==> src/rtl/dmem_arbiter_pkg.sv <==
// dmem_arbiter_pkg: shared constants for the dmem arbiter slice.
//   XLEN          - default data/address width
//   IDLE/ACCESS/WCHK - arbiter FSM encodings
//   EXC_*         - dmem exception codes, also used by dmem and trap logic
package dmem_arbiter_pkg;

   localparam int XLEN = 64;

   localparam logic [1:0] IDLE   = 2'd0;
   localparam logic [1:0] ACCESS = 2'd1;
   localparam logic [1:0] WCHK   = 2'd2;

   typedef enum logic [1:0] {
      S_IDLE   = IDLE,
      S_ACCESS = ACCESS,
      S_WCHK   = WCHK
   } state_t;

   localparam logic [3:0] EXC_LD_MISALIGN = 4'd4;
   localparam logic [3:0] EXC_LD_FAULT    = 4'd5;
   localparam logic [3:0] EXC_ST_MISALIGN = 4'd6;
   localparam logic [3:0] EXC_ST_FAULT    = 4'd7;

endpackage

==> src/rtl/dmem_arbiter_if.sv <==
// dmem_arbiter_if: requester-side and dmem-side signals of the arbiter.
//   requester: req, we, word_sel, addr, wdata -> gnt, rsp_*
//   dmem:      we_dmem, is_LOAD, dmem_word_sel, r_dmem_addr, w_dmem_data
//              <- dmem_data, dmem_exc_en, dmem_exc_code, dmem_exc_val
// slave = arbiter view, master = environment (requesters + dmem) view.
interface dmem_arbiter_if #(
   parameter int XLEN = dmem_arbiter_pkg::XLEN
);
   logic [1:0]        req;
   logic [1:0]        we;
   logic [15:0]       word_sel;
   logic [2*XLEN-1:0] addr;
   logic [2*XLEN-1:0] wdata;
   logic [1:0]        gnt;
   logic [1:0]        rsp_valid;
   logic [XLEN-1:0]   rsp_data;
   logic              rsp_exc_en;
   logic [3:0]        rsp_exc_code;
   logic [XLEN-1:0]   rsp_exc_val;
   logic              we_dmem;
   logic              is_LOAD;
   logic [7:0]        dmem_word_sel;
   logic [XLEN-1:0]   r_dmem_addr;
   logic [XLEN-1:0]   w_dmem_data;
   logic [XLEN-1:0]   dmem_data;
   logic              dmem_exc_en;
   logic [3:0]        dmem_exc_code;
   logic [XLEN-1:0]   dmem_exc_val;

   modport slave (
      input  req, we, word_sel, addr, wdata,
      input  dmem_data, dmem_exc_en, dmem_exc_code, dmem_exc_val,
      output gnt, rsp_valid, rsp_data, rsp_exc_en, rsp_exc_code, rsp_exc_val,
      output we_dmem, is_LOAD, dmem_word_sel, r_dmem_addr, w_dmem_data
   );

   modport master (
      output req, we, word_sel, addr, wdata,
      output dmem_data, dmem_exc_en, dmem_exc_code, dmem_exc_val,
      input  gnt, rsp_valid, rsp_data, rsp_exc_en, rsp_exc_code, rsp_exc_val,
      input  we_dmem, is_LOAD, dmem_word_sel, r_dmem_addr, w_dmem_data
   );

endinterface

==> src/rtl/dmem_arbiter_rr_arb2.sv <==
// rr_arb2: combinational 2-way picker.
//   req[1:0] - requests
//   last     - port granted most recently (1 = port 1)
//   mode     - 0 = round-robin, 1 = port 0 always wins a tie
//   gnt[1:0] - one-hot winner, 0 when nobody requests
module rr_arb2 (
   input  logic [1:0] req,
   input  logic       last,
   input  logic       mode,
   output logic [1:0] gnt
);

   always_comb begin
      gnt = req;
      if (req == 2'b11) begin
         gnt = (mode || last) ? 2'b01 : 2'b10;
      end
   end

endmodule

==> src/rtl/dmem_arbiter.sv <==
// dmem_arbiter: shares one dmem between port 0 (LSU) and port 1 (debug/DMA).
//   clk  - system clock
//   rst  - asynchronous active-low reset
//   bus  - requester handshake, response and dmem pins (slave modport)
// One transaction in flight; load response 2 cycles after gnt, store 3.
//
// state  | meaning
// IDLE   | arbitrate, latch winner fields on gnt
// ACCESS | dmem pins driven from latched fields; loads respond here
// WCHK   | store committed, collect dmem fault status and respond
module dmem_arbiter
   import dmem_arbiter_pkg::*;
#(
   parameter int XLEN      = dmem_arbiter_pkg::XLEN,
   parameter bit PRIO_MODE = 1'b0
) (
   input logic           clk,
   input logic           rst,
   dmem_arbiter_if.slave bus
);

   state_t            state, state_nxt;
   logic [1:0]        arb_gnt;
   logic              win;
   logic              last_grant;
   logic              owner;
   logic              lat_we;
   logic [7:0]        lat_sel;
   logic [XLEN-1:0]   lat_addr;
   logic [XLEN-1:0]   lat_wdata;
   logic [1:0]        rsp_valid_q;
   logic [XLEN-1:0]   rsp_data_q;
   logic              rsp_exc_en_q;
   logic [3:0]        rsp_exc_code_q;
   logic [XLEN-1:0]   rsp_exc_val_q;

   rr_arb2 u_arb (
      .req  (bus.req),
      .last (last_grant),
      .mode (PRIO_MODE),
      .gnt  (arb_gnt)
   );

   assign win = arb_gnt[1];

   always_ff @(posedge clk or negedge rst) begin
      if (!rst) state <= S_IDLE;
      else      state <= state_nxt;
   end

   // dmem pins decode straight from state so reset kills we_dmem immediately.
   always_comb begin
      state_nxt         = state;
      bus.gnt           = 2'b00;
      bus.we_dmem       = 1'b0;
      bus.is_LOAD       = 1'b0;
      bus.dmem_word_sel = '0;
      bus.r_dmem_addr   = '0;
      bus.w_dmem_data   = '0;
      case (state)
         S_IDLE: begin
            bus.gnt = arb_gnt;
            if (|arb_gnt) state_nxt = S_ACCESS;
         end
         S_ACCESS: begin
            bus.we_dmem       = lat_we;
            bus.is_LOAD       = !lat_we;
            bus.dmem_word_sel = lat_sel;
            bus.r_dmem_addr   = lat_addr;
            bus.w_dmem_data   = lat_wdata;
            state_nxt         = lat_we ? S_WCHK : S_IDLE;
         end
         S_WCHK:  state_nxt = S_IDLE;
         default: state_nxt = S_IDLE;
      endcase
   end

   always_ff @(posedge clk or negedge rst) begin
      if (!rst) begin
         last_grant     <= 1'b1;
         owner          <= 1'b0;
         lat_we         <= 1'b0;
         lat_sel        <= '0;
         lat_addr       <= '0;
         lat_wdata      <= '0;
         rsp_valid_q    <= 2'b00;
         rsp_data_q     <= '0;
         rsp_exc_en_q   <= 1'b0;
         rsp_exc_code_q <= '0;
         rsp_exc_val_q  <= '0;
      end else begin
         rsp_valid_q <= 2'b00;
         case (state)
            S_IDLE: begin
               if (|arb_gnt) begin
                  owner      <= win;
                  last_grant <= win;
                  lat_we     <= bus.we[win];
                  lat_sel    <= bus.word_sel[8*win +: 8];
                  lat_addr   <= bus.addr[XLEN*win +: XLEN];
                  lat_wdata  <= bus.wdata[XLEN*win +: XLEN];
               end
            end
            S_ACCESS: begin
               if (!lat_we) begin
                  rsp_data_q     <= bus.dmem_exc_en ? '0 : bus.dmem_data;
                  rsp_exc_en_q   <= bus.dmem_exc_en;
                  rsp_exc_code_q <= bus.dmem_exc_code;
                  rsp_exc_val_q  <= bus.dmem_exc_val;
                  rsp_valid_q    <= owner ? 2'b10 : 2'b01;
               end
            end
            S_WCHK: begin
               rsp_data_q     <= '0;
               rsp_exc_en_q   <= bus.dmem_exc_en;
               rsp_exc_code_q <= bus.dmem_exc_code;
               rsp_exc_val_q  <= bus.dmem_exc_val;
               rsp_valid_q    <= owner ? 2'b10 : 2'b01;
            end
            default: ;
         endcase
      end
   end

   assign bus.rsp_valid    = rsp_valid_q;
   assign bus.rsp_data     = rsp_data_q;
   assign bus.rsp_exc_en   = rsp_exc_en_q;
   assign bus.rsp_exc_code = rsp_exc_code_q;
   assign bus.rsp_exc_val  = rsp_exc_val_q;

endmodule

==> src/flat_wrapper.sv <==
// flat-port wrapper written by rule: the top's interface ports become plain ports
module dmem_arbiter_flat import dmem_arbiter_pkg::*;
#(
   parameter int XLEN      = dmem_arbiter_pkg::XLEN,
   parameter bit PRIO_MODE = 1'b0
)
  (clk, rst, bus_req, bus_we, bus_word_sel, bus_addr, bus_wdata, bus_dmem_data, bus_dmem_exc_en, bus_dmem_exc_code, bus_dmem_exc_val, bus_gnt, bus_rsp_valid, bus_rsp_data, bus_rsp_exc_en, bus_rsp_exc_code, bus_rsp_exc_val, bus_we_dmem, bus_is_LOAD, bus_dmem_word_sel, bus_r_dmem_addr, bus_w_dmem_data);
  dmem_arbiter_if #(.XLEN(XLEN)) bus_i ();
  input logic clk;
  input logic rst;
  input wire logic [$bits(bus_i.req)-1:0] bus_req;
  input wire logic [$bits(bus_i.we)-1:0] bus_we;
  input wire logic [$bits(bus_i.word_sel)-1:0] bus_word_sel;
  input wire logic [$bits(bus_i.addr)-1:0] bus_addr;
  input wire logic [$bits(bus_i.wdata)-1:0] bus_wdata;
  input wire logic [$bits(bus_i.dmem_data)-1:0] bus_dmem_data;
  input wire logic [$bits(bus_i.dmem_exc_en)-1:0] bus_dmem_exc_en;
  input wire logic [$bits(bus_i.dmem_exc_code)-1:0] bus_dmem_exc_code;
  input wire logic [$bits(bus_i.dmem_exc_val)-1:0] bus_dmem_exc_val;
  output wire logic [$bits(bus_i.gnt)-1:0] bus_gnt;
  output wire logic [$bits(bus_i.rsp_valid)-1:0] bus_rsp_valid;
  output wire logic [$bits(bus_i.rsp_data)-1:0] bus_rsp_data;
  output wire logic [$bits(bus_i.rsp_exc_en)-1:0] bus_rsp_exc_en;
  output wire logic [$bits(bus_i.rsp_exc_code)-1:0] bus_rsp_exc_code;
  output wire logic [$bits(bus_i.rsp_exc_val)-1:0] bus_rsp_exc_val;
  output wire logic [$bits(bus_i.we_dmem)-1:0] bus_we_dmem;
  output wire logic [$bits(bus_i.is_LOAD)-1:0] bus_is_LOAD;
  output wire logic [$bits(bus_i.dmem_word_sel)-1:0] bus_dmem_word_sel;
  output wire logic [$bits(bus_i.r_dmem_addr)-1:0] bus_r_dmem_addr;
  output wire logic [$bits(bus_i.w_dmem_data)-1:0] bus_w_dmem_data;
  assign bus_i.req = bus_req;
  assign bus_i.we = bus_we;
  assign bus_i.word_sel = bus_word_sel;
  assign bus_i.addr = bus_addr;
  assign bus_i.wdata = bus_wdata;
  assign bus_i.dmem_data = bus_dmem_data;
  assign bus_i.dmem_exc_en = bus_dmem_exc_en;
  assign bus_i.dmem_exc_code = bus_dmem_exc_code;
  assign bus_i.dmem_exc_val = bus_dmem_exc_val;
  assign bus_gnt = bus_i.gnt;
  assign bus_rsp_valid = bus_i.rsp_valid;
  assign bus_rsp_data = bus_i.rsp_data;
  assign bus_rsp_exc_en = bus_i.rsp_exc_en;
  assign bus_rsp_exc_code = bus_i.rsp_exc_code;
  assign bus_rsp_exc_val = bus_i.rsp_exc_val;
  assign bus_we_dmem = bus_i.we_dmem;
  assign bus_is_LOAD = bus_i.is_LOAD;
  assign bus_dmem_word_sel = bus_i.dmem_word_sel;
  assign bus_r_dmem_addr = bus_i.r_dmem_addr;
  assign bus_w_dmem_data = bus_i.w_dmem_data;
  dmem_arbiter #(.XLEN(XLEN), .PRIO_MODE(PRIO_MODE)) u_core (.clk(clk), .rst(rst), .bus(bus_i));
endmodule
==> config.mk <==
export PLATFORM = sky130hd
export DESIGN_NAME = dmem_arbiter_flat
export DESIGN_NICKNAME = d
export VERILOG_FILES = /design/src/rtl/dmem_arbiter_pkg.sv /design/src/rtl/dmem_arbiter_if.sv /design/src/rtl/dmem_arbiter_rr_arb2.sv /design/src/rtl/dmem_arbiter.sv /design/src/flat_wrapper.sv
export SDC_FILE = /design/constraint.sdc
export NUM_CORES = 1
export LEC_CHECK = 0
export ABC_AREA = 1
export CAP_MARGIN = 10
export CELL_PAD_IN_SITES_DETAIL_PLACEMENT = 1
export CELL_PAD_IN_SITES_GLOBAL_PLACEMENT = 1
export CORE_AREA = 2 2 266 268
export DETAILED_ROUTE_END_ITERATION = 16
export DIE_AREA = 0 0 268 270
export PLACE_DENSITY_LB_ADDON = 0.1
export SLEW_MARGIN = 30
export SYNTH_ARGS = -nofsm -noshare
export SYNTH_HDL_FRONTEND = slang
export SYNTH_SLANG_ARGS = --single-unit
==> constraint.sdc <==
create_clock -name clk -period 2.2 [get_ports clk]
set_clock_uncertainty 0.2 [all_clocks]
set_input_delay 0.22 -clock clk [delete_from_list [all_inputs] [get_ports clk]]
set_output_delay 0.22 -clock clk [all_outputs]
set_load 0.03 [all_outputs]
==> results of run 1 <==
-- power by group through the flow --
stage / clock network, W / registers [W] / logic (W)
after detailed placement: 0 / 0.00888 / 0.0213
after floorplan: 0 / 0.0107 / 0.0101
after CTS: 0.00650 / 0.00898 / 0.0246
after global placement: 0 / 0.00881 / 0.0210
final: 0.00626 / 0.00916 / 0.0251
after global routing: 0.00668 / 0.00945 / 0.0271
-- worst max-delay path: stages, from the launching register on --
cell	delay, ps
dfrtp_1	390
inv_2	80
ha_4	180
buf_6	110
buf_12	160
clkbuf_16	190
nand2_2	60
inv_2	60
buf_6	130
-- state kept, by name, indices dropped and copies added, names as in the netlist --
signal / cells
u_core.bus.rsp_data: 64
u_core.lat_wdata: 64
u_core.bus.rsp_exc_code: 4
u_core.bus.rsp_valid: 2
u_core.bus.rsp_exc_en: 1
u_core.lat_addr: 64
u_core.last_grant: 1
u_core.lat_we: 1
u_core.state: 2
u_core.lat_sel: 8
u_core.bus.rsp_exc_val: 64
u_core.owner: 1
-- synth_stat cells --
library cell and instances:
nand2_1 818, inv_1 417, nand3_1 344, dfrtp_1 275
buf_2 71, o21ai_1 47, clkbuf_1 38, o21ai_0 21
buf_4 17, buf_1 6, ha_1 4, nor2_1 3
a21oi_1 2, inv_2 2, nand2_2 2, nor2_4 2
buf_6 1, dfstp_2 1, nor2_2 1
-- repair_timing --
action,4_1_cts,5_1_grt
pin swaps,25,29
endpoints found under the hold margin,348,0
buffers inserted,14,7
gates cloned,15,6
setup endpoints to repair,139,140
gates resized for setup,230,141
hold buffers,72,0
-- metrics by stage --
stage	hold WS (ps)	setup slack, ps
after floorplan	-276	357
after global placement	-3.62	134
after detailed placement	-0.910	108
after CTS	0.487	-166
after global routing	15.3	-215
final	32.7	-150
-- worst max path at each step --
stage	slack [ps]	depth (start not counted)	end	startpoint
floorplan	360	7	bus_w_dmem_data[26]	u_core.state[1]$_DFFE_PN0P_
global placement	130	6	bus_gnt[1]	bus_req[0]
detailed placement	110	6	bus_gnt[1]	bus_req[0]
CTS	-170	8	bus_r_dmem_addr[30]	u_core.state[1]$_DFFE_PN0P_
global route	-220	8	bus_r_dmem_addr[8]	u_core.state[1]$_DFFE_PN0P_
finish	-150	8	bus_r_dmem_addr[8]	u_core.state[1]$_DFFE_PN0P_
-- routing by layer --
metal	vias up	routed length, um	GRT usage [%]
met5	-	130	0
met4	20	2240	6.48
met3	116	4400	4.49
met2	428	36600	34.8
met1	7733	30500	24.1
li1	7667	-	-
-- cell families (layout without fill, tap and decap cells) --
kind of cell	after synthesis	count (layout)	synth area share (%)
AOI/OAI and AO/OA	70	70	2.44
buffers and inverters	552	1320	15.5
adders and majority gates	4	4	0.348
other	0	12	0
DFF	276	276	48.0
and+or+nand+nor	1170	1170	33.7
-- cell type report --
cell class              instances  area share [%]
clock inverters                 4           0.232
repair buffers                835            35.4
clock buffers                  62            4.57
diodes                         12           0.116
flip-flops and latches        276            26.7
well taps                     940            4.54
inverters                     419            6.19
multi-input cells            1244            22.3
==> impl_metrics.toml, run 1 <==
[min_path]
hold-path-cell-count = 3
hp-start = "bus_dmem_exc_val[16]"
hold_class = "in2reg"
min_to = "u_core.bus.rsp_exc_val[16]$_DFFE_PN0P_"

[finish]
drive_above_1_share_pct = 15.8
seqCellArea_um2 = 6910
multi_input_area_um2 = 5790
final_nets = 3230
fin_cells = 3792
layout_common_cells = "nand2_1 (740), clkdlybuf4s50_1 (543), nand3_1 (343)"
fin_util_pct = 37.3
area_delta_synth_final_pct = 80.2
fillCellCount = 8271
fin_area_um2 = 25900
final_common_cell = "nand2_1"

[power_and_ir_drop]
intPower_w = 0.0214
ir_drop_mv = 0.722
power_w = 0.0405
p_comb_share_pct = 61.9
power.density_nw_per_um2 = 1560
p_clk_share_pct = 15.5
seqPwrFrac_pct = 22.6
p_sw_share_pct = 47.2
p_switching_w = 0.0191
p_leak_nw = 13.8

[clocking]
tritoncts = "built"
htree_levels = 2
cts.sinks = 276
numCtsBuffers = 39
cts_root_buf = "clkbuf_16"
path_clk_slew_ps = 60
clk_latency_ps = 540
cts_buffer_depth = 3

[route]
drt_iter0_drc = 625
wire_per_inst_um = 19.5
ant_nets = 0
via_per_inst = 4.21
vias = 16000
drc = 0
dr.pass1.iters = 5
routed_wl_mm = 73.9

[yosys]
synth_area_leaders = "dfrtp_1 (48%), nand2_1 (21%), nand3_1 (12%)"
synth_top_area_cell = "dfrtp_1"
seq_area_frac_synth_pct = 48.0
synth_seq_cells = 276
syn_inst = 2072
synthesis.area_um2 = 14400
synthesis.nets = 2487
yosys.area.top_type_share_pct = 47.8
ys_types = 19
syn_avg_cell_area_um2 = 6.94
ys_warn_count = 0

[worst_setup_path]
worstRegToRegCells = 10
rrSetupSlack_ps = 100
reg2reg_from = "u_core.state[0]$_DFFE_PN0P_"
r2r-end = "u_core.lat_addr[22]$_DFFE_PN0P_"
crit_arrival_ps = 1930
worstPathRequired_ps = 1780
worstPathMaxFanout = 8
endpoint_kind = "primary output"
start_kind = "flip-flop"
crit_type = "reg2out"

[sta]
tightest_slew_ps = 506
max_freq_mhz = 426
final-max-slew-violation-count = 0
setup_violations = 122
final_hold_viol_count = 0
finalCritPeriodShare_pct = 107
rsz0062_at_grt = "yes"
fin_ws_ps = -150
setup_tns_ps = -9330
min_period_ps = 2350
relSlewSlack_pct = 65.9

[global_routing]
grtUsageTotal_pct = 20.0
overflow = 0
grt_first_pass_wirelength_mm = 109
grt_max_degree = 85
antenna_found_initial = 19
grt_pass1_vias = 17200

[die]
die_y_um = 270
initial_core_util_pct = 20.7
die_w_um = 268
io_pins = 686
fp-row-count = 97
coreArea_um2 = 69500
dieArea_um2 = 72400

[flow_run]
drv_cap = 0

[placement]
dp_hpwl_mm = 50.9
gp_congestion = 0.811
placed_cell_area_um2 = 22200
portBuffers = 685
placedCellCount = 3606

[status]
violations = "setup timing"
outcome = "finished with violations"
Power figures use the tool's default switching activity.
==> run 2: changes to the inputs <==
--- a/config.mk
+++ b/config.mk
@@ -12,6 +12,7 @@
 export CORE_AREA = 2 2 266 268
 export DETAILED_ROUTE_END_ITERATION = 16
 export DIE_AREA = 0 0 268 270
+export GPL_ROUTABILITY_DRIVEN = 0
 export PLACE_DENSITY_LB_ADDON = 0.1
 export SLEW_MARGIN = 30
 export SYNTH_ARGS = -nofsm -noshare
==> results of run 2 <==
Final layout, timing and power as in run 1 (identical DEF).
